File: config.mk
export PLATFORM = sky130hd
export DESIGN_NAME = mux_scan_sequencer_flat
export DESIGN_NICKNAME = d
export VERILOG_FILES = /design/src/rtl/mux_scan_sequencer_if.sv /design/src/rtl/mux_scan_sequencer.sv /design/src/flat_wrapper.sv
export SDC_FILE = /design/constraint.sdc
export NUM_CORES = 1
export LEC_CHECK = 0
export CAP_MARGIN = 40
export CORE_UTILIZATION = 50
export CTS_CLUSTER_DIAMETER = 120
export DETAILED_ROUTE_END_ITERATION = 8
export PLACE_DENSITY = 0.74
export SLEW_MARGIN = 25
export SYNTH_ARGS = -nofsm -noshare
export SYNTH_HDL_FRONTEND = slang
export SYNTH_SLANG_ARGS = --single-unit
File: constraint.sdc
create_clock -name clk -period 1.8 [get_ports clk]
set_input_delay 0.36 -clock clk [delete_from_list [all_inputs] [get_ports clk]]
set_output_delay 0.36 -clock clk [all_outputs]
set_load 0.05 [all_outputs]
File: src/rtl/mux_scan_sequencer_if.sv
// Bus between the scan sequencer and its environment: the start/stop/
// repeat controls, the select driven to the 32:1 mux, the mux's returned
// bit, and the serial output stream with its status flags.
// With SCAN_CAPTURE_EN defined the bus also carries the parallel capture
// word (cap) and its strobe (cap_valid).
interface mux_scan_sequencer_if;
    logic       start;
    logic       stop;
    logic       repeat_en;
    logic [4:0] sw;
    logic       bit_in;
    logic       bit_out;
    logic       bit_valid;
    logic       busy;
    logic       done;
`ifdef SCAN_CAPTURE_EN
    logic [31:0] cap;
    logic        cap_valid;

    modport master (
        output start, stop, repeat_en, bit_in,
        input  sw, bit_out, bit_valid, busy, done, cap, cap_valid
    );
    modport slave (
        input  start, stop, repeat_en, bit_in,
        output sw, bit_out, bit_valid, busy, done, cap, cap_valid
    );
`else
    modport master (
        output start, stop, repeat_en, bit_in,
        input  sw, bit_out, bit_valid, busy, done
    );
    modport slave (
        input  start, stop, repeat_en, bit_in,
        output sw, bit_out, bit_valid, busy, done
    );
`endif
endinterface

File: src/rtl/mux_scan_sequencer.sv
// Steps the 5-bit select of a 32:1 bit mux from 0 to LAST, holding each
// index for TICK_DIV cycles, samples the returned bit in the last cycle of
// each dwell and emits it as a registered serial stream with a strobe.
// Optional feature macro: SCAN_CAPTURE_EN (adds the parallel capture word
// cap and its strobe cap_valid).
module mux_scan_sequencer #(
    parameter int unsigned TICK_DIV = 100000,
    parameter int unsigned LAST     = 31
) (
    input  logic                 clk,
    input  logic                 rst,
    mux_scan_sequencer_if.slave  bus
);

    localparam logic [0:0]  S_IDLE  = 1'b0;
    localparam logic [0:0]  S_RUN   = 1'b1;
    localparam logic [23:0] CNT_MAX = 24'(TICK_DIV - 1);
    localparam logic [4:0]  SW_LAST = 5'(LAST);

    logic [0:0]  state_q, state_d;
    logic [23:0] cnt_q, cnt_d;
    logic [4:0]  sw_q, sw_d;
    logic        bit_out_q, bit_out_d;
    logic        bit_valid_q, bit_valid_d;
    logic        done_q, done_d;
`ifdef SCAN_CAPTURE_EN
    logic [31:0] cap_q, cap_d;
    logic        cap_valid_q, cap_valid_d;
`endif

    // Next-state logic: stop beats everything in RUN, including a sample
    // that would otherwise land on the same edge.
    always_comb begin
        state_d     = state_q;
        cnt_d       = cnt_q;
        sw_d        = sw_q;
        bit_out_d   = bit_out_q;
        bit_valid_d = 1'b0;
        done_d      = 1'b0;
`ifdef SCAN_CAPTURE_EN
        cap_d       = cap_q;
        cap_valid_d = 1'b0;
`endif
        case (state_q)
            S_IDLE: begin
                cnt_d = 24'd0;
                sw_d  = 5'd0;
                if (bus.start && !bus.stop) begin
                    state_d = S_RUN;
                end
            end
            S_RUN: begin
                if (bus.stop) begin
                    state_d = S_IDLE;
                    sw_d    = 5'd0;
                    cnt_d   = 24'd0;
                end else if (cnt_q == CNT_MAX) begin
                    cnt_d       = 24'd0;
                    bit_out_d   = bus.bit_in;
                    bit_valid_d = 1'b1;
`ifdef SCAN_CAPTURE_EN
                    cap_d[sw_q] = bus.bit_in;
`endif
                    if (sw_q < SW_LAST) begin
                        sw_d = sw_q + 5'd1;
                    end else begin
                        // repeat_en only matters here, at the end of a scan
                        sw_d = 5'd0;
`ifdef SCAN_CAPTURE_EN
                        cap_valid_d = 1'b1;
`endif
                        if (!bus.repeat_en) begin
                            done_d  = 1'b1;
                            state_d = S_IDLE;
                        end
                    end
                end else begin
                    cnt_d = cnt_q + 24'd1;
                end
            end
            default: begin
                state_d = S_IDLE;
                cnt_d   = 24'd0;
                sw_d    = 5'd0;
            end
        endcase
    end

    // State and output registers with synchronous reset.
    always_ff @(posedge clk) begin
        if (rst) begin
            state_q     <= S_IDLE;
            cnt_q       <= 24'd0;
            sw_q        <= 5'd0;
            bit_out_q   <= 1'b0;
            bit_valid_q <= 1'b0;
            done_q      <= 1'b0;
`ifdef SCAN_CAPTURE_EN
            cap_q       <= 32'd0;
            cap_valid_q <= 1'b0;
`endif
        end else begin
            state_q     <= state_d;
            cnt_q       <= cnt_d;
            sw_q        <= sw_d;
            bit_out_q   <= bit_out_d;
            bit_valid_q <= bit_valid_d;
            done_q      <= done_d;
`ifdef SCAN_CAPTURE_EN
            cap_q       <= cap_d;
            cap_valid_q <= cap_valid_d;
`endif
        end
    end

    assign bus.sw        = sw_q;
    assign bus.bit_out   = bit_out_q;
    assign bus.bit_valid = bit_valid_q;
    assign bus.busy      = (state_q == S_RUN);
    assign bus.done      = done_q;
`ifdef SCAN_CAPTURE_EN
    assign bus.cap       = cap_q;
    assign bus.cap_valid = cap_valid_q;
`endif

endmodule

File: src/flat_wrapper.sv
// flat-port wrapper written by rule: the top's interface ports become plain ports
module mux_scan_sequencer_flat 
#(
    parameter int unsigned TICK_DIV = 100000,
    parameter int unsigned LAST     = 31
)
  (clk, rst, bus_start, bus_stop, bus_repeat_en, bus_bit_in, bus_sw, bus_bit_out, bus_bit_valid, bus_busy, bus_done);
  mux_scan_sequencer_if bus_i ();
  input  logic clk;
  input  logic rst;
  input wire logic [$bits(bus_i.start)-1:0] bus_start;
  input wire logic [$bits(bus_i.stop)-1:0] bus_stop;
  input wire logic [$bits(bus_i.repeat_en)-1:0] bus_repeat_en;
  input wire logic [$bits(bus_i.bit_in)-1:0] bus_bit_in;
  output wire logic [$bits(bus_i.sw)-1:0] bus_sw;
  output wire logic [$bits(bus_i.bit_out)-1:0] bus_bit_out;
  output wire logic [$bits(bus_i.bit_valid)-1:0] bus_bit_valid;
  output wire logic [$bits(bus_i.busy)-1:0] bus_busy;
  output wire logic [$bits(bus_i.done)-1:0] bus_done;
  assign bus_i.start = bus_start;
  assign bus_i.stop = bus_stop;
  assign bus_i.repeat_en = bus_repeat_en;
  assign bus_i.bit_in = bus_bit_in;
  assign bus_sw = bus_i.sw;
  assign bus_bit_out = bus_i.bit_out;
  assign bus_bit_valid = bus_i.bit_valid;
  assign bus_busy = bus_i.busy;
  assign bus_done = bus_i.done;
  mux_scan_sequencer #(.TICK_DIV(TICK_DIV), .LAST(LAST)) u_core (.clk(clk), .rst(rst), .bus(bus_i));
endmodule
==> results_dict.tcl, run 1 <==
set metrics [dict create \
    maxCapViolations 0 \
    clock_sinks 33 \
    placed_area_sq_um 1828 \
    die_y_um 57.89 \
    setup.worst_path.start_class "register" \
    total_power_w 0.001463 \
    numCtsBuffers 5 \
    fin_crit_sh_pct 94.24 \
    drtIter0Drc 100 \
    antennaDiodeCount 0 \
    ys_ff_latch 33 \
    cpMaxStageDelayCell "or4_1" \
    viasPerCell 6.172 \
    tightest_slew_ps 481.5 \
    rsz0062_at_grt "no" \
    critPathArrivalTime_ps 1980 \
    dr_total_vias 1469 \
    die-area_sq_um 3351 \
    outcome "complete, no violations" \
    clk_pin_slew_ps 100 \
    routed_wl_um 3690 \
    syn_avg_cell_area_sq_um 9.078 \
    synth.cell_area_sq_um 1561 \
    drcViolationCount 0 \
    grt_pass1_wl_um 5858 \
    first_pass_iters 4 \
    fin_nets 214 \
    period_needed_ps 1696 \
    synthDistinctLibCells 42 \
    finalSetupTns_ps 0 \
    crit_family "simple AND/OR/NAND/NOR gates" \
    critPathRequiredTime_ps 2080 \
    crit_fanout 11 \
    gp_congestion 0.8522 \
    worstSkewPairLatency_ps 350 \
    setup_viol 0 \
    fin_area_sq_um 1962 \
    cts-root-buf "clkbuf_4" \
    portBuffers 14 \
    placementRows 19 \
    antenna_left 0 \
    cp_slowest_stage_delay_ps 510 \
    fin_ws_ps 103.7 \
    wire_per_inst_um 15.50 \
    start_util_pct 54.74 \
    slew_headroom_pct 68.03 \
    met2_wirelength_um 1821 \
    finClkSkew_ps 15.53 \
    critPathKind "register to register" \
    critPathCaptureType "register" \
    netlist_instances 172 \
    hpwl_um 2631 \
    cts_tree "built" \
    worstPathCellList "nand4_4 > or2_4 > or4_1 > a21oi_1" \
    drive_above_1_share_pct 24.15 \
    highest_layer "met4" \
    hp-class "register to register" \
    hold_viol 0 \
    yosys_warnings 0 \
    report.final.slew_viol_count 0 \
    gr-total-overflow 0 \
    antenna_found_initial 0 \
    m1WireLength_um 1641 \
    fmax_mhz 589.5 \
    syn_nets 180 \
    p_per_area_nw_per_um2 745.8 \
    ir_drop_v 0.0005097 \
    n_fill_cell 236 \
    ioPinCount 15 \
    pre_cts_ws_ps 60.68 \
    coreArea_sq_um 2853 \
    grt_use_total_pct 23.41 \
    path_buf_inv 0 \
    area_delta_synth_final_pct 25.64 \
    hold_ws_ps 511.4 \
    seq_area_frac_synth_pct 42.31 \
    p_leak_nw 0.6771 \
    dr_wl_met3_um 177 \
    cts-hold-fix-buffers 0 \
    h-tree-depth 2 \
    grt_max_degree 20 \
    die_x_um 57.89 \
    grt_pass1_vias 1309 \
    cts.path.max_buffers 2 \
]
-- registers in the layout, summed over array words and instances, names as in the netlist --
name                  count
u_core.bus.bit_out        1
u_core.bus.bit_valid      1
u_core.bus.busy           1
u_core.bus.done           1
u_core.bus.sw             5
u_core.cnt_q             24
-- Yosys cell counts, drive strengths merged --
| cell | n | area (sq um) |
|---|---|---|
| a21bo | 1 | 10.01 |
| a21oi | 12 | 60.06 |
| a311oi | 1 | 8.760 |
| a31o | 1 | 8.760 |
| a31oi | 3 | 18.77 |
| and2 | 3 | 18.77 |
| and3 | 5 | 32.53 |
| and4 | 4 | 36.29 |
| buf | 4 | 25.02 |
| dfxtp | 33 | 660.6 |
| ha | 2 | 25.02 |
| inv | 3 | 11.26 |
| mux2i | 3 | 30.03 |
| nand2 | 9 | 33.78 |
| nand2b | 1 | 6.260 |
| nand3 | 6 | 42.54 |
| nand3b | 1 | 7.510 |
| nand4 | 9 | 71.32 |
| nand4b | 1 | 8.760 |
| nor2 | 20 | 75.07 |
| nor2b | 1 | 6.260 |
| nor3 | 6 | 30.03 |
| nor4 | 7 | 58.81 |
| nor4b | 2 | 17.52 |
| o21ai | 6 | 33.78 |
| o22ai | 1 | 6.260 |
| o31ai | 5 | 37.54 |
| or2 | 2 | 15.02 |
| or3 | 2 | 13.77 |
| or4 | 5 | 37.54 |
| xnor2 | 11 | 96.34 |
| xor2 | 2 | 17.52 |
-- routing by layer --
layer  vias to the layer above  track usage, %
met1                       714           30.29
met3                         6           7.366
met4                         0           9.524
met5                         -               0
met2                        37           36.29
li1                        712               -
-- worst paths after layout --
| path | start | end | slack, ps | depth (start not counted) |
|---|---|---|---|---|
| max reg2reg | u_core.cnt_q[6]$_SDFF_PP0_ | u_core.cnt_q[23]$_SDFF_PP0_ | 100 | 4 |
| min reg2reg | u_core.cnt_q[21]$_SDFF_PP0_ | u_core.cnt_q[21]$_SDFF_PP0_ | 510 | 2 |
| min | u_core.cnt_q[21]$_SDFF_PP0_ | u_core.cnt_q[21]$_SDFF_PP0_ | 510 | 2 |
| max | u_core.cnt_q[6]$_SDFF_PP0_ | u_core.cnt_q[23]$_SDFF_PP0_ | 100 | 4 |
-- stage by stage --
step | utilization, % | cells
floorplan | - | 172
global placement | 64.08 | 229
detailed placement | 64.08 | 229
CTS | 67.63 | 237
global route | 68.77 | 238
finish | 68.77 | 238
-- logic make-up after synthesis --
| logic type | count (synthesis) | share of synthesized area [%] |
|---|---|---|
| muxes | 3 | 1.923 |
| buffers and inverters | 7 | 2.323 |
| DFF | 33 | 42.31 |
| and+or+nand+nor | 84 | 32.77 |
| adders and majority gates | 2 | 1.602 |
| AOI/OAI and AO/OA | 30 | 11.78 |
| xor gates and xnor gates | 13 | 7.292 |
-- worst min-delay path, stage by stage (launching register included) --
cell and delay, ps:
dfxtp_1 350, o31ai_1 70, a21oi_1 60
-- timing repair --
| action | in CTS | in global routing |
|---|---|---|
| pin swaps | 0 | 1 |
| setup endpoints to repair | 1 | 25 |
| buffers inserted | 0 | 1 |
| gates resized for setup | 1 | 7 |
-- area by class of cell --
cell class / instances / area [sq um] / area share [%]
Clock buffer: 5 / 37.54 / 1.913
Clock inverter: 3 / 65.06 / 3.316
Inverter: 3 / 11.26 / 0.5740
Multi-Input combinational cell: 132 / 885.9 / 45.15
Sequential cell: 33 / 664.4 / 33.86
Tap cell: 31 / 38.79 / 1.977
Timing Repair Buffer: 31 / 259.0 / 13.20
-- power by group --
| group | switching (W) | internal (W) |
|---|---|---|
| logic | 0.0000134 | 0.0000154 |
| clock network | 0.000272 | 0.000430 |
| registers | 0.00000148 | 0.000731 |
-- cells in the final DEF, fill, tap and decap left out, types with 2 or more instances in the layout --
master / instances
xor2_1: 2
o21ai_0: 5
nor4_1: 4
nor3_1: 6
and3_1: 4
and4_1: 3
dfxtp_1: 30
mux2i_1: 3
buf_4: 24
xnor2_1: 11
nor4_2: 2
a21oi_1: 12
bufinv_16: 2
inv_1: 3
nand2_1: 9
nand3_1: 5
ha_1: 2
o31ai_1: 5
or2_4: 2
nand4_1: 8
or4_1: 5
clkdlybuf4s50_1: 5
clkbuf_4: 5
dfxtp_2: 3
nor2_1: 20
and2_1: 3
a31oi_1: 3
Note: power is estimated with default switching activity, not from simulation.
==> inputs of run 2 (changes only) <==
--- a/config.mk
+++ b/config.mk
@@ -8,6 +8,7 @@
 export CAP_MARGIN = 40
 export CORE_UTILIZATION = 50
 export CTS_CLUSTER_DIAMETER = 120
+export CTS_CLUSTER_SIZE = 12
 export DETAILED_ROUTE_END_ITERATION = 8
 export PLACE_DENSITY = 0.74
 export SLEW_MARGIN = 25
==> results of run 2 <==
Same layout as run 1: the final DEF is identical, and so are final timing and power.
